[src/rtl/fetch_if.sv]
// fetch_if: bundles the fetch-stage bus signals.
//   imem_addr/imem_rdata        : instruction-memory address and returned word
//   stall                       : load-use hold from the hazard unit
//   id_s_npc/id_inst_type       : controller next-PC select and type for the word in ID
//   id_jr_target/id_beq_target  : redirect targets computed in ID
//   if_id_inst/pc/npc/valid     : IF/ID pipeline register contents
//   fault                       : sticky misaligned-target flag
//   redirect_cnt                : number of taken redirects (wraps)
// Modport master is the fetch stage; modport slave is the surrounding core/bench.
interface fetch_if;
    logic [31:0] imem_addr;
    logic [31:0] imem_rdata;
    logic        stall;
    logic [1:0]  id_s_npc;
    logic [1:0]  id_inst_type;
    logic [31:0] id_jr_target;
    logic [31:0] id_beq_target;
    logic [31:0] if_id_inst;
    logic [31:0] if_id_pc;
    logic [31:0] if_id_npc;
    logic        if_id_valid;
    logic        fault;
    logic [15:0] redirect_cnt;

    modport master (
        output imem_addr,
        input  imem_rdata,
        input  stall,
        input  id_s_npc,
        input  id_inst_type,
        input  id_jr_target,
        input  id_beq_target,
        output if_id_inst,
        output if_id_pc,
        output if_id_npc,
        output if_id_valid,
        output fault,
        output redirect_cnt
    );

    modport slave (
        input  imem_addr,
        output imem_rdata,
        output stall,
        output id_s_npc,
        output id_inst_type,
        output id_jr_target,
        output id_beq_target,
        input  if_id_inst,
        input  if_id_pc,
        input  if_id_npc,
        input  if_id_valid,
        input  fault,
        input  redirect_cnt
    );
endinterface

[src/rtl/fetch_stage.sv]
// fetch_stage: instruction fetch and IF/ID pipeline register of the MIPS core.
// Ports:
//   clk  - clock, all state updates on the rising edge
//   rst  - synchronous active-high reset
//   bus  - fetch_if.master: imem address/data, hazard stall, ID-stage redirect
//          controls/targets, IF/ID register outputs, fault flag, redirect counter
// The PC drives imem_addr directly; the returned word is captured into IF/ID
// together with its PC and PC+4. Taken J/JR/BEQ redirects flush the word fetched
// in the same cycle (no delay slot). A misaligned redirect target freezes the
// stage in S_FAULT until reset.
module fetch_stage #(
    parameter logic [31:0] RESET_PC = 32'h0000_3000,
    parameter logic [31:0] NOP_WORD = 32'h0000_0000
) (
    input logic    clk,
    input logic    rst,
    fetch_if.master bus
);
    localparam logic [1:0] S_BOOT  = 2'd0;
    localparam logic [1:0] S_RUN   = 2'd1;
    localparam logic [1:0] S_FAULT = 2'd2;

    localparam logic [1:0] NPC_N   = 2'd0;
    localparam logic [1:0] NPC_J   = 2'd1;
    localparam logic [1:0] NPC_JR  = 2'd2;
    localparam logic [1:0] NPC_BEQ = 2'd3;

    localparam logic [1:0] TYPE_J   = 2'd2;
    localparam logic [1:0] TYPE_BEQ = 2'd3;

    logic [1:0]  state_reg, state_next;
    logic [31:0] pc_reg, pc_next;
    logic [31:0] inst_reg, inst_next;
    logic [31:0] id_pc_reg, id_pc_next;
    logic [31:0] id_npc_reg, id_npc_next;
    logic        valid_reg, valid_next;
    logic        fault_reg, fault_next;
    logic [15:0] cnt_reg, cnt_next;

    logic [31:0] target;
    logic        redirect_take;
    logic [31:0] pc_plus4;

    assign pc_plus4 = pc_reg + 32'd4;

    // Only J_TYPE/BEQ instructions may redirect; any other select is sequential.
    assign redirect_take = valid_reg && (bus.id_s_npc != NPC_N) &&
                           ((bus.id_inst_type == TYPE_J) || (bus.id_inst_type == TYPE_BEQ));

    always_comb begin
        target = pc_plus4;
        case (bus.id_s_npc)
            NPC_J:   target = {id_npc_reg[31:28], inst_reg[25:0], 2'b00};
            NPC_JR:  target = bus.id_jr_target;
            NPC_BEQ: target = bus.id_beq_target;
            default: target = pc_plus4;
        endcase
    end

    always_comb begin
        state_next  = state_reg;
        pc_next     = pc_reg;
        inst_next   = inst_reg;
        id_pc_next  = id_pc_reg;
        id_npc_next = id_npc_reg;
        valid_next  = valid_reg;
        fault_next  = fault_reg;
        cnt_next    = cnt_reg;
        case (state_reg)
            S_BOOT: begin
                state_next = S_RUN;
            end
            S_RUN: begin
                if (bus.stall) begin
                    // Hold everything; ID is held too and re-presents any redirect.
                end else if (redirect_take) begin
                    inst_next   = NOP_WORD;
                    id_pc_next  = 32'd0;
                    id_npc_next = 32'd0;
                    valid_next  = 1'b0;
                    if (target[1:0] == 2'b00) begin
                        pc_next  = target;
                        cnt_next = cnt_reg + 16'd1;
                    end else begin
                        fault_next = 1'b1;
                        state_next = S_FAULT;
                    end
                end else begin
                    inst_next   = bus.imem_rdata;
                    id_pc_next  = pc_reg;
                    id_npc_next = pc_plus4;
                    valid_next  = 1'b1;
                    pc_next     = pc_plus4;
                end
            end
            default: begin
                // S_FAULT (and any unused encoding) stays frozen until reset.
                state_next = S_FAULT;
            end
        endcase
    end

    always_ff @(posedge clk) begin
        if (rst) begin
            state_reg  <= S_BOOT;
            pc_reg     <= RESET_PC;
            inst_reg   <= NOP_WORD;
            id_pc_reg  <= 32'd0;
            id_npc_reg <= 32'd0;
            valid_reg  <= 1'b0;
            fault_reg  <= 1'b0;
            cnt_reg    <= 16'd0;
        end else begin
            state_reg  <= state_next;
            pc_reg     <= pc_next;
            inst_reg   <= inst_next;
            id_pc_reg  <= id_pc_next;
            id_npc_reg <= id_npc_next;
            valid_reg  <= valid_next;
            fault_reg  <= fault_next;
            cnt_reg    <= cnt_next;
        end
    end

    assign bus.imem_addr    = pc_reg;
    assign bus.if_id_inst   = inst_reg;
    assign bus.if_id_pc     = id_pc_reg;
    assign bus.if_id_npc    = id_npc_reg;
    assign bus.if_id_valid  = valid_reg;
    assign bus.fault        = fault_reg;
    assign bus.redirect_cnt = cnt_reg;
endmodule

[src/flat_wrapper.sv]
// flat-port wrapper written by rule: the top's interface ports become plain ports
module fetch_stage_flat 
#(
    parameter logic [31:0] RESET_PC = 32'h0000_3000,
    parameter logic [31:0] NOP_WORD = 32'h0000_0000
)
  (clk, rst, bus_imem_addr, bus_imem_rdata, bus_stall, bus_id_s_npc, bus_id_inst_type, bus_id_jr_target, bus_id_beq_target, bus_if_id_inst, bus_if_id_pc, bus_if_id_npc, bus_if_id_valid, bus_fault, bus_redirect_cnt);
  fetch_if bus_i ();
  input logic clk;
  input logic rst;
  output wire logic [$bits(bus_i.imem_addr)-1:0] bus_imem_addr;
  input wire logic [$bits(bus_i.imem_rdata)-1:0] bus_imem_rdata;
  input wire logic [$bits(bus_i.stall)-1:0] bus_stall;
  input wire logic [$bits(bus_i.id_s_npc)-1:0] bus_id_s_npc;
  input wire logic [$bits(bus_i.id_inst_type)-1:0] bus_id_inst_type;
  input wire logic [$bits(bus_i.id_jr_target)-1:0] bus_id_jr_target;
  input wire logic [$bits(bus_i.id_beq_target)-1:0] bus_id_beq_target;
  output wire logic [$bits(bus_i.if_id_inst)-1:0] bus_if_id_inst;
  output wire logic [$bits(bus_i.if_id_pc)-1:0] bus_if_id_pc;
  output wire logic [$bits(bus_i.if_id_npc)-1:0] bus_if_id_npc;
  output wire logic [$bits(bus_i.if_id_valid)-1:0] bus_if_id_valid;
  output wire logic [$bits(bus_i.fault)-1:0] bus_fault;
  output wire logic [$bits(bus_i.redirect_cnt)-1:0] bus_redirect_cnt;
  assign bus_imem_addr = bus_i.imem_addr;
  assign bus_i.imem_rdata = bus_imem_rdata;
  assign bus_i.stall = bus_stall;
  assign bus_i.id_s_npc = bus_id_s_npc;
  assign bus_i.id_inst_type = bus_id_inst_type;
  assign bus_i.id_jr_target = bus_id_jr_target;
  assign bus_i.id_beq_target = bus_id_beq_target;
  assign bus_if_id_inst = bus_i.if_id_inst;
  assign bus_if_id_pc = bus_i.if_id_pc;
  assign bus_if_id_npc = bus_i.if_id_npc;
  assign bus_if_id_valid = bus_i.if_id_valid;
  assign bus_fault = bus_i.fault;
  assign bus_redirect_cnt = bus_i.redirect_cnt;
  fetch_stage #(.RESET_PC(RESET_PC), .NOP_WORD(NOP_WORD)) u_core (.clk(clk), .rst(rst), .bus(bus_i));
endmodule
[config.mk]
export PLATFORM = sky130hd
export DESIGN_NAME = fetch_stage_flat
export DESIGN_NICKNAME = d
export VERILOG_FILES = /design/src/rtl/fetch_if.sv /design/src/rtl/fetch_stage.sv /design/src/flat_wrapper.sv
export SDC_FILE = /design/constraint.sdc
export NUM_CORES = 1
export LEC_CHECK = 0
export BUFFER_PORTS_ARGS = -buffer_cell sky130_fd_sc_hd__buf_4
export CAP_MARGIN = 20
export CORE_ASPECT_RATIO = 1.4
export CORE_MARGIN = 2
export CORE_UTILIZATION = 50
export CTS_CLUSTER_DIAMETER = 200
export CTS_CLUSTER_SIZE = 40
export DETAILED_ROUTE_END_ITERATION = 8
export PLACE_DENSITY = 0.84
export REMOVE_ABC_BUFFERS = 1
export SLEW_MARGIN = 20
export SYNTH_ARGS = -nofsm -noshare
export SYNTH_HDL_FRONTEND = slang
export SYNTH_SLANG_ARGS = --single-unit
[constraint.sdc]
create_clock -name clk -period 2.38 [get_ports clk]
set_input_delay 0.476 -clock clk [delete_from_list [all_inputs] [get_ports clk]]
set_output_delay 0.476 -clock clk [all_outputs]
set_load 0.03 [all_outputs]
== Word level (Yosys, flattened, before mapping) ==
Index checks and enable logic that the tools add are counted.

* Bits of input ports: 103
* Flip-flop bits (word level): 148
* Logic and storage cells: 44
* Output and inout port bits: 146

* Equal/unequal tests: 10
* Reduce and logical (&&, ||, !) cells: 11
* Bitwise operators: 2
* Multiplexer cells: 11
* $add $sub $neg: 2

{| class="wikitable"
|+ Operator list
! cell !! count
|-
| $mux W32 || 5
|-
| $pmux W32 S3 || 1
|-
| $add A32 B3 Y32 const B || 1
|-
| $add A16 B1 Y16 const B || 1
|-
| $eq A2 B2 Y1 const B || 4
|-
| $reduce_and A4 Y1 || 2
|-
| $mux W2 || 3
|-
| $ne A2 B2 Y1 const B || 3
|-
| $reduce_and A3 Y1 || 2
|-
| $eq A2 B1 Y1 const B || 2
|-
| $logic_not A2 Y1 || 2
|-
| $pmux W2 S2 || 1
|-
| $logic_and A1 B1 Y1 || 2
|-
| $ne A2 B1 Y1 const B || 1
|-
| $not A1 Y1 || 2
|-
| $reduce_and A2 Y1 || 1
|-
| $reduce_bool A2 Y1 || 1
|-
| $logic_or A1 B1 Y1 || 1
|-
| $mux W1 || 1
|}

== Depth between registers and ports, before layout ==
Gate-level depths: netlist of run 1.

* Depth in word-level cells: 7
* Depth in mapped cells: 8
* Gate-level depth less buffers: 6

== Least setup slack after synthesis of run 1 ==
OpenSTA, ideal clock, no wires.

* Path kind: register to register
* From: register u_core.pc_reg[2], in the netlist u_core.bus.imem_addr[2]
* To: register u_core.id_npc_reg[28], in the netlist u_core.bus.if_id_npc[28]
* Path buffers: 1
* Required time: 2.257 ns
* Stages on the path, launching flop included: 8
* Setup time: 0.123 ns
* Arrival: 2.319 ns
* Path slack: -0.061 ns
* Clock period less this slack: 2.441 ns
* Cell sequence: dfxtp_1 -> ha_1 -> nand3_1 -> or4_1 -> buf_2 -> or3_4 -> xor2_1 -> o21ai_2

* Cells in the longest elaborated chain, start to end: 2

{| class="wikitable"
|+ RTL lines
! what !! RTL line !! RTL
|-
| from (decl) || fetch_stage.sv:32 || <nowiki>logic [31:0] pc_reg, pc_next;</nowiki>
|-
| from (signal assigned) || fetch_stage.sv:115 || <nowiki>pc_reg <= pc_next;</nowiki>
|-
| $add A32 B3 Y32 || fetch_stage.sv:44 || <nowiki>assign pc_plus4 = pc_reg + 32'd4;</nowiki>
|-
| $mux W32 || fetch_stage.sv:76 || <nowiki>end else if (redirect_take) begin</nowiki>
|-
| to (signal assigned) || fetch_stage.sv:118 || <nowiki>id_npc_reg <= id_npc_next;</nowiki>
|-
| to (decl) || fetch_stage.sv:35 || <nowiki>logic [31:0] id_npc_reg, id_npc_next;</nowiki>
|}

Every way passes these cells.
A chain may end at the register's enable or synchronous reset.

== Final worst setup path of run 1 ==
Same ends and word-level chain as after synthesis.

==> results of run 1 <==
[final timing paths]
| check | from | endpoint | slack [ns] | cells past startpoint |
|---|---|---|---|---|
| setup / recovery | u_core.bus.imem_addr[2]$_SDFFE_PP0P_ | u_core.bus.if_id_npc[28]$_SDFFE_PP0P_ | 0.16 | 6 |
| hold / removal | bus_imem_rdata[30] | u_core.bus.if_id_inst[30]$_SDFFE_PP0P_ | 0.29 | 3 |
| setup reg to reg | u_core.bus.imem_addr[2]$_SDFFE_PP0P_ | u_core.bus.if_id_npc[28]$_SDFFE_PP0P_ | 0.16 | 6 |
| hold reg to reg | u_core.bus.if_id_pc[2]$_SDFFE_PP0P_ | u_core.bus.if_id_pc[2]$_SDFFE_PP0P_ | 0.46 | 2 |
[cell families (layout without fill, tap and decap cells)]
| group | Yosys count | after routing | share of synthesized area, % |
|---|---|---|---|
| buf+inv | 87 | 334 | 5.417 |
| compound gates | 225 | 225 | 22.87 |
| fa+ha+maj | 2 | 2 | 0.3647 |
| mux | 31 | 31 | 4.870 |
| simple gates | 277 | 277 | 18.51 |
| flops | 146 | 146 | 42.60 |
| xor+xnor | 42 | 42 | 5.362 |
[metrics by stage]
step | area (sq um) | setup WS (ns) | hold WS (ns)
after CTS | 9691 | 0.1627 | 0.2802
after detailed placement | 9050 | 0.1664 | 0.4442
after global placement | 9050 | 0.2008 | 0.4354
after floorplan | 6526 | -2.252 | 0.4599
final | 9691 | 0.1583 | 0.2864
after global routing | 9691 | 0.04469 | 0.2898
[worst max-delay path: cells and delay by family (launching register included)]
family | cells | cell delay, ns
adder cells (fa/ha/maj) | 1 | 0.26
XOR/XNOR | 1 | 0.17
AND/OR/NAND/NOR | 3 | 1.26
AO/OA/AOI/OAI | 1 | 0.06
flip-flops | 1 | 0.34
[area by class of cell]
| cell class | instances | area (sq um) |
|---|---|---|
| clock inverter | 14 | 201.4 |
| tap | 182 | 227.7 |
| multi-input combinational | 577 | 3595 |
| sequential | 146 | 2923 |
| fill | 1086 | 3697 |
| timing repair buffer | 292 | 2267 |
| clock buffer | 18 | 439.2 |
| inverter | 10 | 37.54 |
[cells in the mapped netlist, types with 7 or more instances]
cell type	number
buf_2	18
a22oi_1	75
nand3_1	29
dfxtp_1	146
buf_1	8
mux2_2	19
o2bb2ai_1	7
xnor2_1	17
clkbuf_1	47
xor2_1	25
nand2_1	61
nor3_1	11
mux2i_1	12
nand4_1	18
nor2_1	123
o21ai_0	39
a21oi_1	45
inv_1	9
[layer usage]
layer	global-route usage, %	up-vias
li1	-	3397
met2	53.52	347
met4	11.84	0
met1	35.54	3408
met3	5.894	55
met5	0	-
[power breakdown]
group / leakage (nW) / switching (mW) / internal [mW] / total [mW]
Clock: 0.297 / 1.12 / 1.80 / 2.92
Sequential: 1.18 / 0.0359 / 2.49 / 2.53
Combinational: 2.56 / 0.419 / 0.311 / 0.730
Total: 4.04 / 1.57 / 4.60 / 6.17
==> results.md, run 1 <==
- Outcome: complete, no violations
- Peak VDD IR: 0.4472 mV
- Initial antenna violation count: 0
- Final number of hold-violating endpoints: 0
- Area leader, netlist: dfxtp_1
- Startpoint types: flip-flop
- Hold buffers post-CTS: 0
- Starting DRT DRC Count: 478
- Leak Pwr: 4.036 nW
- CTS tree: built
- Metal-1 WL: 8339 um
- Total Power: 6.173 mW
- Final Util: 72.38%
- Avg Inst Size Synth: 8.470 sq um
- FF+latch count, synth: 146
- Gr usage total: 30.34%
- Commonest non-fill, non-tap cell in the layout: buf_4
- Total CTS buffers: 17
- First-pass iteration count of the detailed router: 7
- Top cells by area, synth: dfxtp_1 43%, a22oi_1 8.2%, nor2_1 6.7%
- Via/cell ratio: 5.817
- Io pins: 249
- Chip Height: 142.6 um
- Fin crit share: 93.35%
- Clock latency on the worst-skew pair: 0.42 ns
- Synth Cell Area: 6860 sq um
- Max-cap viol count: 0
- First-pass GRT wire length: 34890 um
- Gpl congestion: 0.9427
- Num Clock Sinks: 146
- Die width: 103.0 um
- Clock-pin slew on the worst setup and hold paths: 0.06 ns
- Uppermost routed layer: met4
- Min Clock Period, post-route: 2.222 ns
- Via count: 7207
- Total grt overflow: 0
- Number of synthesized flops with an enable pin: 0
- Primary FF master, synth: dfxtp_1
- Setup violators final: 0
- PortBufs: 247
- Total wire length: 22700 um
- Crit path max fanout: 6
- Final nets: 1149
- Syn Inst Count: 810
- Post-CTS Setup Inserts: 0
- Crit-path cells: ha_1 -> nand3_1 -> or4_1 -> or3_4 -> xor2_1 -> o21ai_2
- Data required, critical path: 2.67 ns
- Core ar.: 13390 sq um
- Most frequent cells in the layout: 286 x buf_4, 146 x dfxtp_1, 122 x nor2_1, 75 x a22oi_1, 61 x nand2_1
- Number of global-route vias before repair: 6836
- Fraction of layout cells with a size suffix above 1: 33.96%
- Met2 Wirelength: 12090 um
- Cts repair resizes: 0
- Detailed Place HPWL: 15270 um
- Critical path arrival: 2.51 ns
- Clock root buffer: clkbuf_16
- FFs w/ async S/R, synth: 0%
- Htree depth: 4
- Distinct cells, synth: 62
- DR WL/cell: 18.32 um
- Largest net degree at the start of global routing: 119
- Area grow syn2layout: 41.25%
- Max frequency: 450.1 MHz
- Crit Path Class: flip-flop to flip-flop
- Fin cells: 1239
- Worst hold path type: primary input to flip-flop
- Die area: 14690 sq um
- Max stage delay on crit path: 0.69 ns
- Clock skew: 0.007826 ns
- Final Max Tran Viols: 0
- Sequential area share after synthesis: 42.60%
- Top cell type's share of synthesized area: 42.60%
- RSZ-0062 raised after global routing: false
- Met3 routed WL: 1573 um
- Final setup TNS: 0 ns
- Slowest cell on crit path: or4_1
- Relative slew slack: 50.64%
- Pwr dens: 637.0 nW/um^2
- Starting Density: 51.24%
- Synth warnings: 0
- CTS Buffer Depth: 2
- Setup crit end kind: flip-flop
- Slew @ Worst Pin: 0.7348 ns
- Placed Cells incl. Taps: 1207
- ANT nets after route: 0
- DRC viols: 0
- # rows: 50
- Antenna Cells: 0
No activity file was read; power rests on OpenSTA's default activity.
==> inputs of run 2 (changes only) <==
- PLACE_DENSITY: 0.84 -> 0.81
==> results.md, run 2 (synthesized netlist as in run 1, its figures left out) <==
- Htree depth: 4 (unchanged)
- CTS Buffer Depth: 2 (unchanged)
- Slew @ Worst Pin: 1.068 ns (+0.3337 ns)
- Final Max Tran Viols: 0 (unchanged)
- Min Clock Period, post-route: 2.255 ns (+0.03308 ns)
- DR WL/cell: 17.53 um (-4.3%)
- First-pass GRT wire length: 33350 um (-4.4%)
- Final number of hold-violating endpoints: 0 (unchanged)
- Setup crit end kind: flip-flop
- Hold buffers post-CTS: 0 (unchanged)
- Outcome: complete, no violations
- Worst hold path type: primary input to flip-flop
- Clock skew: 0.009305 ns (+0.001479 ns)
- Initial antenna violation count: 0 (unchanged)
- Cts repair resizes: 0 (unchanged)
- Die width: 103.0 um (unchanged)
- Fin crit share: 94.74% (+1.4 points)
- Placed Cells incl. Taps: 1210 (+0.25%)
- Num Clock Sinks: 146 (unchanged)
- Reg-to-reg endpoint: u_core.bus.imem_addr[28]$_SDFFE_PP0P_
- Die area: 14690 sq um (unchanged)
- Clock-pin slew on the worst setup and hold paths: 0.06 ns (about the same)
- Final setup TNS: 0 ns (unchanged)
- Pwr dens: 622.1 nW/um^2 (-2.3%)
- Startpoint types: flip-flop
- RSZ-0062 raised after global routing: false
- Critical path arrival: 2.54 ns (+0.03 ns)
- Relative slew slack: 28.45% (-22 points)
- CP endpoint: u_core.bus.imem_addr[28]$_SDFFE_PP0P_
- Fin cells: 1240 (+0.081%)
- DRC viols: 0 (unchanged)
- Core ar.: 13390 sq um (unchanged)
- Gr usage total: 29.00% (-1.3 points)
- Starting DRT DRC Count: 384 (-20%)
- Max-cap viol count: 0 (unchanged)
- Commonest non-fill, non-tap cell in the layout: buf_4
- Reg2reg start: u_core.bus.imem_addr[2]$_SDFFE_PP0P_
- Total wire length: 21730 um (-4.3%)
- R2R cell count: 6 (unchanged)
- Max frequency: 443.5 MHz (-1.5%)
- PortBufs: 247 (unchanged)
- Fill count: 1069 (-1.6%)
- Number of global-route vias before repair: 6549 (-4.2%)
- Critical path origin: u_core.bus.imem_addr[2]$_SDFFE_PP0P_
- Setup violators final: 0 (unchanged)
- Total CTS buffers: 17 (unchanged)
- Antenna Cells: 0 (unchanged)
- First-pass iteration count of the detailed router: 6 (-1)
- CTS tree: built
- Clock root buffer: clkbuf_16
- Crit path max fanout: 6 (unchanged)
- Flop-to-flop setup slack: 0.13 ns (-0.03 ns)
- Detailed Place HPWL: 15030 um (-1.6%)
- ANT nets after route: 0 (unchanged)
- Post-CTS Setup Inserts: 0 (unchanged)
- Hold WS: 0.2928 ns (+0.006395 ns)
- Final nets: 1152 (+0.26%)
- Final Util: 71.97% (-0.41 points)
- Total grt overflow: 0 (unchanged)
- Io pins: 249 (unchanged)
- Leak Pwr: 4.038 nW (about the same)
- Register area: 2923 sq um (unchanged)
- Crit Path Class: flip-flop to flip-flop
- Peak VDD IR: 0.3386 mV (-24%)
- Via/cell ratio: 5.754 (-1.1%)
- Clock latency on the worst-skew pair: 0.42 ns (about the same)
- Area grow syn2layout: 40.45%
- Via count: 7135 (-1.0%)
- Chip Height: 142.6 um (unchanged)
- Multi-input logic area: 3595 sq um (unchanged)
- Total Power: 5.994 mW (-2.9%)
- Gpl congestion: 0.9086 (-3.6%)
- Data required, critical path: 2.66 ns (about the same)
- Largest net degree at the start of global routing: 47 (-61%)
- Fraction of layout cells with a size suffix above 1: 33.93% (about the same)
- # rows: 50 (unchanged)
- Starting Density: 51.24% (unchanged)
- Most frequent cells in the layout: 292 x buf_4, 146 x dfxtp_1, 122 x nor2_1, 75 x a22oi_1, 61 x nand2_1
-- run 2: cell count changes in the layout (fill, tap and decap cells not counted) --
cell        delta
buf_4          +6
clkinv_4       +1
inv_6          -4
bufinv_16      -1
clkinv_2       +3
clkbuf_8       +2
clkinvlp_4     -4
buf_12         -3
clkbuf_1       +1
-- run 2: metal layers --
metal / global-route usage, % / part of all wire (%) / wire (um)
met5: 0 / 0 / 0
met4: 12.12 / 3.0 / 642
met3: 5.697 / 6.2 / 1358
met2: 50.17 / 52 / 11400
met1: 34.46 / 38 / 8332
-- run 2: final cells by class --
cell class / instances / share of cell area, %
clock inverters: 9 / 1.350
repair buffers: 295 / 23.37
flip-flops and latches: 146 / 30.33
inverters: 10 / 0.3896
multi-input cells: 577 / 37.31
well taps: 182 / 2.363
clock buffers: 21 / 4.882
-- run 2: how the worst min path moves through the flow --
stage / startpoint / endpoint / slack (ns) / cells after the start
after global routing: bus_imem_rdata[8] / u_core.bus.if_id_inst[8]$_SDFFE_PP0P_ / 0.29 / 3
after global placement: u_core.bus.if_id_npc[14]$_SDFFE_PP0P_ / u_core.bus.if_id_npc[14]$_SDFFE_PP0P_ / 0.43 / 2
final: bus_imem_rdata[10] / u_core.bus.if_id_inst[10]$_SDFFE_PP0P_ / 0.29 / 3
after CTS: bus_imem_rdata[12] / u_core.bus.if_id_inst[12]$_SDFFE_PP0P_ / 0.29 / 3
after detailed placement: u_core.bus.if_id_npc[20]$_SDFFE_PP0P_ / u_core.bus.if_id_npc[20]$_SDFFE_PP0P_ / 0.44 / 2
after floorplan: u_core.state_reg[1]$_SDFFE_PP0P_ / u_core.state_reg[1]$_SDFFE_PP0P_ / 0.46 / 2
-- run 2: metrics by stage --
step                      worst slack (ns)  cell area [sq um]
after floorplan                     -2.252               6526
after global placement             0.08292               9035
after detailed placement           0.07768               9035
after CTS                           0.1366               9635
after global routing               0.04495               9635
final                               0.1252               9635
-- run 2: critical path, cell delays in order, from the launching register on --
cell      delay, ns
dfxtp_1        0.35
ha_1           0.27
nand3_1        0.15
or4_1          0.69
or3_4          0.44
o22ai_1        0.13
a211oi_1       0.09
-- run 2: power by group --
group | switching, mW | internal (mW)
registers | 0.0370 | 2.49
clock network | 1.02 | 1.72
logic | 0.414 | 0.308
==> inputs of run 3 (changes only) <==
- GPL_TIMING_DRIVEN: unset -> 0
- RECOVER_POWER: unset -> 25
==> results.md, run 3 (synthesized netlist as in run 1, its figures left out) <==
- Outcome: complete, no violations
- Antenna Cells: 0 (unchanged)
- CTS tree: built
- Reg2reg start: u_core.bus.imem_addr[2]$_SDFFE_PP0P_
- PortBufs: 247 (unchanged)
- Startpoint types: flip-flop
- # rows: 50 (unchanged)
- Pwr dens: 651.4 nW/um^2 (+4.7%)
- Fin crit share: 96.12% (+1.4 points)
- Most frequent cells in the layout: 191 x buf_4, 143 x dfxtp_1, 121 x nor2_1, 75 x a22oi_1, 74 x clkbuf_1
- Io pins: 249 (unchanged)
- Slew @ Worst Pin: 1.005 ns (-0.06350 ns)
- ANT nets after route: 0 (unchanged)
- Starting Density: 51.24% (unchanged)
- R2R cell count: 6 (unchanged)
- Setup violators final: 0 (unchanged)
- Hold path startpoint: bus_imem_rdata[13]
- Total Power: 6.117 mW (+2.1%)
- Final number of hold-violating endpoints: 0 (unchanged)
- WHS Endpoint: u_core.bus.if_id_inst[13]$_SDFFE_PP0P_
- First-pass iteration count of the detailed router: 5 (-1)
- Core ar.: 13390 sq um (unchanged)
- Finished Cell Area: 9390 sq um (-2.5%)
- Slowest cell on crit path: or4_4
- RSZ-0062 raised after global routing: false
- DRC viols: 0 (unchanged)
- Clock skew: 0.009313 ns (+0.000008160 ns)
- Final setup TNS: 0 ns (unchanged)
- Htree depth: 4 (unchanged)
- Initial antenna violation count: 0 (unchanged)
- Final nets: 1132 (-1.7%)
- Critical path arrival: 2.55 ns (about the same)
- Starting DRT DRC Count: 517 (+35%)
- Crit-path cells: ha_2 -> nand3_2 -> or4_4 -> or3_4 -> o22ai_1 -> a211oi_1
- Gr usage total: 29.70% (+0.70 points)
- Area grow syn2layout: 36.88%
- Gpl congestion: 0.8656 (-4.7%)
- Clock root buffer: clkbuf_16
- Crit path max fanout: 8 (+2)
- Die area: 14690 sq um (unchanged)
- Multi-input logic area: 3662 sq um (+1.9%)
- Chip Height: 142.6 um (unchanged)
- Fill count: 1180 (+10%)
- Max frequency: 437.1 MHz (-1.4%)
- Final Max Tran Viols: 0 (unchanged)
- Post-placement cell area: 8852 sq um (-2.0%)
- Via count: 7040 (-1.3%)
- Total grt overflow: 0 (unchanged)
- Hold WS: 0.2875 ns (-0.005319 ns)
- Worst hold path type: primary input to flip-flop
- Fraction of layout cells with a size suffix above 1: 26.92% (-7.0 points)
- Leak Pwr: 3.695 nW (-8.5%)
- Max-cap viol count: 0 (unchanged)
- First-pass GRT wire length: 34120 um (+2.3%)
- Hold buffers post-CTS: 0 (unchanged)
- Reg-to-reg endpoint: u_core.bus.imem_addr[28]$_SDFFE_PP0P_
- CTS Buffer Depth: 2 (unchanged)
- Clock-pin slew on the worst setup and hold paths: 0.06 ns (about the same)
- Total CTS buffers: 17 (unchanged)
- Flop-to-flop setup slack: 0.09 ns (-0.03 ns)
- Register area: 2927 sq um (+0.13%)
- Largest net degree at the start of global routing: 124 (+160%)
- Clock latency on the worst-skew pair: 0.43 ns (about the same)
- Data required, critical path: 2.64 ns (-0.02 ns)
- Setup crit end kind: flip-flop
- Num Clock Sinks: 146 (unchanged)
- Commonest non-fill, non-tap cell in the layout: buf_4
- Number of global-route vias before repair: 6799 (+3.8%)
- Die width: 103.0 um (unchanged)
- DR WL/cell: 18.11 um (+3.3%)
- Detailed Place HPWL: 14490 um (-3.6%)
- Total wire length: 22130 um (+1.8%)
- Peak VDD IR: 0.3513 mV (+3.8%)
- Hold path cells: 3 (unchanged)
- Crit Path Class: flip-flop to flip-flop
- Min Clock Period, post-route: 2.288 ns (+0.03280 ns)
- Relative slew slack: 33.00% (+4.6 points)
- Via/cell ratio: 5.761 (+0.12%)
- Max stage delay on crit path: 0.65 ns (-0.04 ns)
## run 3: worst max-delay path by stage
stage | start | cells past startpoint | to
final | u_core.bus.imem_addr[2]$_SDFFE_PP0P_ | 6 | u_core.bus.imem_addr[28]$_SDFFE_PP0P_
after global routing | u_core.bus.imem_addr[2]$_SDFFE_PP0P_ | 6 | u_core.bus.imem_addr[28]$_SDFFE_PP0P_
after CTS | u_core.bus.imem_addr[12]$_SDFFE_PP1P_ | 5 | u_core.bus.imem_addr[22]$_SDFFE_PP0P_
after detailed placement | bus_id_s_npc[0] | 8 | u_core.bus.if_id_npc[13]$_SDFFE_PP0P_
after global placement | bus_stall | 5 | u_core.bus.if_id_npc[25]$_SDFFE_PP0P_
after floorplan | bus_stall | 4 | u_core.bus.if_id_npc[13]$_SDFFE_PP0P_
## run 3: final cells by class
cell class / count / area share [%]
tap: 182 / 2.425
timing repair buffer: 274 / 20.23
inverter: 10 / 0.3997
clock buffer: 20 / 4.863
sequential: 146 / 31.17
multi-input combinational: 578 / 39.00
clock inverter: 12 / 1.919
## run 3: timing repair
item	in CTS	in global routing
resized for setup	10	4
endpoints found under the setup margin	67	22
pin swaps	4	3
setup buffers	5	7
gates cloned	1	0
## run 3: power by group
group	leakage (nW)	switching [mW]	internal, mW	total (mW)
Clock	0.307	1.06	1.81	2.87
Combinational	2.21	0.411	0.299	0.710
Sequential	1.18	0.0445	2.49	2.54
## run 3: metrics by stage
stage                     util, %  instances  setup WS (ns)
after floorplan                 -        733         -2.252
after global placement      64.30       1162         -5.329
after detailed placement    66.12       1177         -1.195
after CTS                   71.69       1215        0.01895
after global routing        70.14       1222       0.008153
final                       70.14       1222        0.09242
## run 3: per-layer routing
metal  GRT usage (%)  routed length [um]  vias up
met4           12.74                 538        0
met2           52.46               11680      255
met5               0                   0        -
met3           6.680                1287       33
li1                -                   -     3375
met1           33.65                8631     3377
## run 3: critical path, delay by kind of cell (launching register included)
family	cells	cell delay (ns)
AND/OR/NAND/NOR	3	1.25
flip-flops	1	0.41
adder cells (fa/ha/maj)	1	0.26
AO/OA/AOI/OAI	2	0.21
